==> config.mk <==
export PLATFORM = sky130hd
export DESIGN_NAME = spi_reg_responder
export DESIGN_NICKNAME = d
export VERILOG_FILES = /design/src/rtl/spi_reg_responder.sv
export SDC_FILE = /design/constraint.sdc
export NUM_CORES = 1
export LEC_CHECK = 0
export BUFFER_PORTS_ARGS = -buffer_cell sky130_fd_sc_hd__buf_2
export CELL_PAD_IN_SITES_DETAIL_PLACEMENT = 1
export CELL_PAD_IN_SITES_GLOBAL_PLACEMENT = 2
export CORE_MARGIN = 4
export CORE_UTILIZATION = 24
export CTS_CLUSTER_DIAMETER = 100
export DETAILED_ROUTE_END_ITERATION = 7
export GPL_ROUTABILITY_DRIVEN = 1
export MAX_ROUTING_LAYER = met4
export PLACE_DENSITY = 0.6
export RECOVER_POWER = 100
export SYNTH_ARGS = -nofsm -noshare
export SYNTH_HDL_FRONTEND = slang
export SYNTH_SLANG_ARGS = --single-unit
==> constraint.sdc <==
create_clock -name sysclk -period 3.2 [get_ports sysclk]
set_input_delay 0 -clock sysclk [delete_from_list [all_inputs] [get_ports sysclk]]
set_output_delay 0 -clock sysclk [all_outputs]
set_load 0.02 [all_outputs]
==> src/rtl/spi_reg_responder.sv <==
// rtl/spi_reg_responder.sv - SPI mode-0 register responder with control and status byte banks
module spi_reg_responder #(
    parameter int                     NUM_CTRL   = 4,
    parameter logic [8*NUM_CTRL-1:0]  CTRL_RESET = '0,
    parameter int                     NUM_STAT   = 4,
    parameter logic [6:0]             STAT_BASE  = 7'h40,
    parameter logic [7:0]             ID_VALUE   = 8'hC5
) (
    input  logic                    sysclk,
    input  logic                    reset_INV,
    input  logic                    spi_clk,
    input  logic                    spi_mosi,
    input  logic                    spi_cs_INV,
    output logic                    spi_miso,
    input  logic [8*NUM_STAT-1:0]   stat,
    output logic [8*NUM_CTRL-1:0]   ctrl,
    output logic                    wr_strobe,
    output logic [6:0]              wr_addr,
    output logic                    frame_err
);

    localparam logic [1:0] S_IDLE = 2'd0;
    localparam logic [1:0] S_CMD  = 2'd1;
    localparam logic [1:0] S_DATA = 2'd2;
    localparam logic [1:0] S_DONE = 2'd3;

    localparam logic [7:0] NUM_CTRL_W = 8'(NUM_CTRL);

    logic cs_meta_q, cs_sync_q, cs_prev_q;
    logic sclk_meta_q, sclk_sync_q, sclk_prev_q;
    logic mosi_meta_q, mosi_sync_q;

    logic [1:0]              state_q, state_d;
    logic [3:0]              bit_cnt_q, bit_cnt_d;
    logic [6:0]              cmd_sr_q, cmd_sr_d;
    logic [6:0]              data_sr_q, data_sr_d;
    logic                    rw_q, rw_d;
    logic [6:0]              addr_q, addr_d;
    logic [7:0]              tx_sr_q, tx_sr_d;
    logic                    miso_q, miso_d;
    logic                    commit_q, commit_d;
    logic [7:0]              wdata_q, wdata_d;
    logic [8*NUM_CTRL-1:0]   ctrl_q, ctrl_d;
    logic                    wr_strobe_q, wr_strobe_d;
    logic [6:0]              wr_addr_q, wr_addr_d;
    logic                    frame_err_q, frame_err_d;

    logic       sclk_rise, sclk_fall, cs_fall, last_rise, addr_is_ctrl;
    logic [6:0] cmd_addr;
    logic [7:0] rd_byte;

    // Two-flop synchronizers; the extra prev flops give edge detection on the synced values
    always_ff @(posedge sysclk or negedge reset_INV) begin
        if (!reset_INV) begin
            cs_meta_q   <= 1'b1;
            cs_sync_q   <= 1'b1;
            cs_prev_q   <= 1'b1;
            sclk_meta_q <= 1'b0;
            sclk_sync_q <= 1'b0;
            sclk_prev_q <= 1'b0;
            mosi_meta_q <= 1'b0;
            mosi_sync_q <= 1'b0;
        end else begin
            cs_meta_q   <= spi_cs_INV;
            cs_sync_q   <= cs_meta_q;
            cs_prev_q   <= cs_sync_q;
            sclk_meta_q <= spi_clk;
            sclk_sync_q <= sclk_meta_q;
            sclk_prev_q <= sclk_sync_q;
            mosi_meta_q <= spi_mosi;
            mosi_sync_q <= mosi_meta_q;
        end
    end

    assign sclk_rise    = sclk_sync_q & ~sclk_prev_q;
    assign sclk_fall    = ~sclk_sync_q & sclk_prev_q;
    assign cs_fall      = ~cs_sync_q & cs_prev_q;
    assign last_rise    = sclk_rise && (bit_cnt_q == 4'd15);
    assign cmd_addr     = {cmd_sr_q[5:0], mosi_sync_q};
    assign addr_is_ctrl = ({1'b0, addr_q} < NUM_CTRL_W);

    // Read byte for the address completing on the 8th rise; control bank wins any overlap
    always_comb begin
        rd_byte = 8'h00;
        if (cmd_addr == 7'h7F) rd_byte = ID_VALUE;
        for (int k = 0; k < NUM_STAT; k++) begin
            if (cmd_addr == STAT_BASE + 7'(k)) rd_byte = stat[8*k +: 8];
        end
        for (int k = 0; k < NUM_CTRL; k++) begin
            if (cmd_addr == 7'(k)) rd_byte = ctrl_q[8*k +: 8];
        end
    end

    always_comb begin
        state_d     = state_q;
        bit_cnt_d   = bit_cnt_q;
        cmd_sr_d    = cmd_sr_q;
        data_sr_d   = data_sr_q;
        rw_d        = rw_q;
        addr_d      = addr_q;
        tx_sr_d     = tx_sr_q;
        miso_d      = miso_q;
        commit_d    = 1'b0;
        wdata_d     = wdata_q;
        ctrl_d      = ctrl_q;
        wr_strobe_d = 1'b0;
        wr_addr_d   = wr_addr_q;
        frame_err_d = 1'b0;

        if (commit_q) begin
            for (int k = 0; k < NUM_CTRL; k++) begin
                if (addr_q == 7'(k)) ctrl_d[8*k +: 8] = wdata_q;
            end
            wr_strobe_d = 1'b1;
            wr_addr_d   = addr_q;
        end

        case (state_q)
            S_IDLE: begin
                miso_d = 1'b0;
                if (cs_fall) begin
                    state_d   = S_CMD;
                    bit_cnt_d = 4'd0;
                end
            end
            S_CMD: begin
                miso_d = 1'b0;
                if (sclk_rise) begin
                    cmd_sr_d  = {cmd_sr_q[5:0], mosi_sync_q};
                    bit_cnt_d = bit_cnt_q + 4'd1;
                    if (bit_cnt_q == 4'd7) begin
                        rw_d    = cmd_sr_q[6];
                        addr_d  = cmd_addr;
                        tx_sr_d = rd_byte;
                        state_d = S_DATA;
                    end
                end
                if (cs_sync_q) begin
                    state_d     = S_IDLE;
                    frame_err_d = 1'b1;
                end
            end
            S_DATA: begin
                if (sclk_fall) begin
                    miso_d  = tx_sr_q[7];
                    tx_sr_d = {tx_sr_q[6:0], 1'b0};
                end
                if (sclk_rise) begin
                    data_sr_d = {data_sr_q[5:0], mosi_sync_q};
                    bit_cnt_d = bit_cnt_q + 4'd1;
                end
                if (last_rise) begin
                    state_d = S_DONE;
                    miso_d  = 1'b0;
                    if (!rw_q && addr_is_ctrl) begin
                        commit_d = 1'b1;
                        wdata_d  = {data_sr_q, mosi_sync_q};
                    end
                end
                // A cs rise coinciding with the 16th rise still lets the frame commit
                if (cs_sync_q) begin
                    state_d = S_IDLE;
                    miso_d  = 1'b0;
                    if (!last_rise) frame_err_d = 1'b1;
                end
            end
            S_DONE: begin
                miso_d = 1'b0;
                if (cs_sync_q) state_d = S_IDLE;
            end
            default: state_d = S_IDLE;
        endcase
    end

    always_ff @(posedge sysclk or negedge reset_INV) begin
        if (!reset_INV) begin
            state_q     <= S_IDLE;
            bit_cnt_q   <= 4'd0;
            cmd_sr_q    <= 7'd0;
            data_sr_q   <= 7'd0;
            rw_q        <= 1'b0;
            addr_q      <= 7'd0;
            tx_sr_q     <= 8'd0;
            miso_q      <= 1'b0;
            commit_q    <= 1'b0;
            wdata_q     <= 8'd0;
            ctrl_q      <= CTRL_RESET;
            wr_strobe_q <= 1'b0;
            wr_addr_q   <= 7'd0;
            frame_err_q <= 1'b0;
        end else begin
            state_q     <= state_d;
            bit_cnt_q   <= bit_cnt_d;
            cmd_sr_q    <= cmd_sr_d;
            data_sr_q   <= data_sr_d;
            rw_q        <= rw_d;
            addr_q      <= addr_d;
            tx_sr_q     <= tx_sr_d;
            miso_q      <= miso_d;
            commit_q    <= commit_d;
            wdata_q     <= wdata_d;
            ctrl_q      <= ctrl_d;
            wr_strobe_q <= wr_strobe_d;
            wr_addr_q   <= wr_addr_d;
            frame_err_q <= frame_err_d;
        end
    end

    assign spi_miso  = miso_q;
    assign ctrl      = ctrl_q;
    assign wr_strobe = wr_strobe_q;
    assign wr_addr   = wr_addr_q;
    assign frame_err = frame_err_q;

endmodule

---- Word level (Yosys, flattened, before mapping) ----
Index checks and enable logic that the tools add are counted.
Widths: inputs -> output; s select.
word-level totals
  flip-flop bits (word level) ............. 95
  input bits .............................. 37
  output and inout port bits .............. 42
  word-level logic and storage cells ...... 116
cells by class
  add/sub/neg operators ................... 1
  magnitude comparators ................... 1
  equal/unequal tests ..................... 26
  multiplexer cells ....................... 36
  bitwise logic cells ..................... 6
  reduce and logical (&&, ||, !) cells .... 21
operator list
  operator             count
  $mux 8               12
  $eq 7x7->1 const B   5
  $eq 7x2->1 const B   4
  $pmux 8 s2           1
  $eq 7x1->1 const B   2
  $logic_not 7->1      2
  $mux 2               7
  $reduce_and 2->1     6
  $mux 1               10
  $ne 2x2->1 const B   5
  $ne 3x3->1 const B   3
  $reduce_and 3->1     3
  $mux 4               2
  $pmux 2 s4           1
  $pmux 4 s2           1
  $lt 7x3->1 const B   1
  $reduce_and 5->1     1
  $add 4x1->4 const B  1
  $eq 2x2->1 const B   2
  $eq 4x3->1 const B   1
  $eq 4x4->1 const B   1
  $ne 4x4->1 const B   1
  $pmux 1 s2           2
  $reduce_and 4->1     1
  other kinds (10)     16

---- Depth between registers and ports, before layout ----
  depth after elaboration ................. 13
  depth in mapped cells ................... 8
  depth with buffers taken out ............ 7

---- Worst setup path after synthesis ----
No wires, ideal clock.
  kind .................................... register to register
  start ................................... reg state_q[0]
  end ..................................... reg state_q[1]
  setup time .............................. 0.125 ns
  data arrival time ....................... 1.755 ns
  data required time ...................... 3.075 ns
  path slack .............................. 1.320 ns
  cell stages (with the launch flop) ...... 9
  buffers on the path ..................... 1
  clock period less this slack ............ 1.880 ns
  path through ............................ dfrtp_1 -> inv_1 -> ha_1 -> clkbuf_1 -> nor2_1 -> a41oi_1 -> o21ai_0 -> nand2_1 -> mux2_2
on the way
  longest elaborated chain between the ends .. 3
  elaborated cells between the ends (all ways) .. 11
  classes of those cells .................. 8 x eq/ne; 1 x mux; 2 x reduce/logical
RTL lines
  item                                                line  RTL
  start: declaration                                  33    logic [1:0] state_q, state_d;
  start signal: assignment                            192   state_q <= state_d;
  $eq 2x1->1, or another cell as far along            118   case (state_q)
  $ne 3x3->1 (no line) or $ne 2x2->1 (tied branches)  --
  $reduce_and 5->1 (no line)                          --
Parallel ways exist; a longest one is shown, timed or not.
A chain may end at the register's enable or synchronous reset.

---- Final worst setup path ----
  start ................................... reg state_q[0]
  end ..................................... reg wdata_q[5]
on the way
  longest elaborated chain between the ends .. 2
RTL lines
  item                        line  RTL
  $eq 2x2->1                  118
  $reduce_and 3->1 (no line)  --
  end signal: assignment      201   wdata_q <= wdata_d;
  end: declaration            42    logic [7:0] wdata_q, wdata_d;
No other way between the ends.

==> impl_metrics.py <==
metrics = {
    "grt": {
        "grt_antenna_before_repair": 0,
        "grt_pass1_wl_um": 23340,
        "grt_usage_pct": 14.31,
        "grt_pass1_vias": 3919,
        "grt.overflow.total": 0,
        "grt_max_degree": 77,
    },
    "synthesis": {
        "synth_cells": 411,
        "synth_cell_types": 55,
        "yosysSeqAreaShare_pct": 50.91,
        "synth_area_per_cell_um2": 11.38,
        "synth_edf_count": 0,
        "yosysTopAreaCellShare_pct": 49.22,
        "ys_ff_latch": 95,
        "synth_area_um2": 4677,
        "synth.largest_area_cell": "dfrtp_1",
        "synth_top_cells_by_count": "dfrtp_1 (92), mux2_2 (69), a21oi_1 (25)",
        "netlist_top_cells_area": "dfrtp_1 (49%), mux2_2 (17%), a21oi_1 (2.7%)",
        "mappedNetlistNets": 455,
        "async_flop_share_pct": 100.0,
        "synth.most_common_cell": "dfrtp_1",
        "synth_ff_type": "dfrtp_1",
        "yosysWarnings": 0,
    },
    "finish": {
        "n_antenna_cell": 0,
        "layout-drive-gt1-share_pct": 28.06,
        "fin_nets": 538,
        "final_core_util_pct": 29.62,
        "final_cells": 759,
        "area_delta_synth_final_pct": 20.06,
        "fillers": 2163,
        "fin_area_um2": 5615,
    },
    "power_and_ir_drop": {
        "seqPwrFrac_pct": 40.8,
        "p_sw_mw": 1.409,
        "switching_share_pct": 37.96,
        "p_total_mw": 3.713,
        "p_int_mw": 2.304,
        "p_leak_nw": 2.499,
        "combinationalPowerShare_pct": 31.1,
        "power_frac_clock_pct": 28.1,
        "power_density_nw_per_um2": 661.2,
        "peakVddDrop_v": 0.0002583,
    },
    "place": {
        "dp_slack_ns": 0.6701,
        "dp_hpwl_um": 10930,
        "placed_area_um2": 5386,
        "routabilityCongestion": 0.7535,
        "portBuffers": 78,
        "dp_cells": 739,
    },
    "route": {
        "dr_total_vias": 3586,
        "viasPerCell": 4.725,
        "totalWireLength_um": 14620,
        "drt-pass1-iter-count": 5,
        "drc_errors": 0,
        "wl_per_cell_um": 19.27,
        "drt-initial-drc-count": 137,
        "detail-route-antenna-nets": 0,
    },
    "timing": {
        "hold_viol_final": 0,
        "slew_viol_final": 77,
        "rsz0062_at_grt": "false",
        "clock_skew_ns": 0.01012,
        "max_freq_mhz": 370.7,
        "finalCritPeriodShare_pct": 84.31,
        "setup_ws_ns": 0.5021,
        "setup_viol": 0,
        "tns_ns": 0,
        "worst_pin_slew_ns": 1.992,
        "slew_headroom_pct": -32.77,
        "min_period_ns": 2.698,
        "hold_slack_ns": 0.02187,
    },
    "setup_path": {
        "worstPathRequired_ns": 3.44,
        "cp_max_fo": 14,
        "worst_setup_path_start_kind": "flip-flop",
        "worst-path-buf-inv": 2,
        "path_cells": "inv_1 -> ha_1 -> nand2_1 -> nor4_4 -> clkbuf_1 -> mux2_2",
        "crit_arrival_ns": 2.94,
        "critPathCaptureType": "flip-flop",
        "critical_path.slowest_cell": "ha_1",
        "path_delay_family": "simple AND/OR/NAND/NOR gates",
        "crit_path_max_incr_delay_ns": 0.56,
        "criticalPathCategory": "reg2reg",
    },
    "floorplanning": {
        "initial_core_util_pct": 24.67,
        "io_pins": 79,
        "dieHeight_um": 147.6,
        "die_w_um": 147.6,
        "rows": 50,
        "coreArea_um2": 18960,
        "fp.dieArea_um2": 21780,
    },
    "job": {
        "max_cap_violations": 1,
    },
    "clock_network": {
        "cts_buffers": 9,
        "postCtsSetupBuffers": 0,
        "path_clk_slew_ns": 0.07,
        "cts_buffer_depth": 2,
        "hold_buffers": 4,
        "clk_latency_ns": 0.36,
        "cts_tree": "built",
        "ctsResizeCount": 0,
        "clkSinkCount": 95,
        "clockRootBuffer": "clkbuf_16",
        "htree_num_levels": 3,
    },
    "hold_path": {
        "hold_class": "in2reg",
    },
    "status": {
        "status": "finished, violations left",
        "violations": "capacitance limit, slew limit",
    },
}
-- final timing paths --
kind	from	slack, ns	cells after the start	endpoint
worst max-delay path	state_q[0]	0.50	6	wdata_q[5]
worst min-delay path	stat[7]	0.02	5	tx_sr_q[7]
worst max register to register	state_q[0]	0.50	6	wdata_q[5]
worst min register to register	mosi_meta_q	0.35	0	mosi_sync_q
max in group asynchronous	reset_INV	1.06	3	addr_q[4]
min in group asynchronous	reset_INV	0.73	2	mosi_sync_q
-- registers in the layout, summed over array words and instances (netlist names) --
signal	flops
addr_q	7
bit_cnt_q	4
cmd_sr_q	7
commit_q	1
cs_meta_q	1
cs_prev_q	1
cs_sync_q	1
ctrl	32
data_sr_q	7
frame_err	1
mosi_meta_q	1
mosi_sync_q	1
rw_q	1
sclk_meta_q	1
sclk_prev_q	1
sclk_sync_q	1
spi_miso	1
state_q	2
tx_sr_q	8
wdata_q	8
wr_addr	7
wr_strobe	1
-- placed cells by master (no fill, tap or decap), types with 3 or more instances in the layout --
cell type,Yosys,routed
dfrtp_1,92,92
a21oi_1,25,25
a211oi_1,5,5
inv_1,16,16
nor2_1,16,16
clkbuf_16,0,9
mux2i_1,9,9
ha_1,7,7
and3_1,4,4
nand4_1,4,4
nor3_1,9,10
nand2_1,23,25
mux2_2,69,68
dlygate4sd3_1,0,4
nand2b_1,6,6
a22o_1,7,7
nand3_1,21,21
a311o_1,3,3
buf_4,0,6
o211ai_1,5,5
clkbuf_1,15,47
o21ai_0,23,23
buf_2,4,35
-- power by group through the flow --
stage | Sequential (mW) | Clock [mW] | Combinational [mW]
detailed placement | 1.54 | 0 | 1.16
CTS | 1.52 | 1.09 | 1.18
global placement | 1.53 | 0 | 1.16
floorplan | 1.44 | 0 | 0.872
global route | 1.54 | 1.14 | 1.28
finish | 1.51 | 1.05 | 1.15
-- worst register-to-register path: cells and delay by family (launching register included) --
family / cells / cell delay (ns)
and+or+nand+nor: 2 / 0.67
adders and majority gates: 1 / 0.56
buffers and inverters: 2 / 0.55
DFF: 1 / 0.41
muxes: 1 / 0.40
-- routing by layer --
layer  share of wire (%)  GRT usage (%)  up-vias
li1                    -              -     1686
met2                  46          21.84       65
met3                 3.6          2.636       11
met1                  49          19.38     1824
met4                 1.3          4.473        0
met5                   0              -        -
-- area by class of cell --
class / count / area, µm² / area share (%)
Timing Repair Buffer: 93 / 441.7 / 7.865
Multi-Input combinational cell: 279 / 2125 / 37.83
Tap cell: 260 / 325.3 / 5.793
Sequential cell: 95 / 2381 / 42.40
Inverter: 16 / 60.06 / 1.070
Clock inverter: 7 / 57.56 / 1.025
Clock buffer: 9 / 225.2 / 4.011
-- cells by family (layout without fill, tap and decap cells) --
kind of cell	Yosys count	in the layout	share of synthesized area, %
AOI/OAI and AO/OA	87	87	12.52
adders and majority gates	7	7	1.873
buffers and inverters	37	125	3.237
and+or+nand+nor	107	107	12.92
DFF	95	95	50.91
muxes	78	78	18.54
Note: power is estimated with default switching activity, not from simulation.
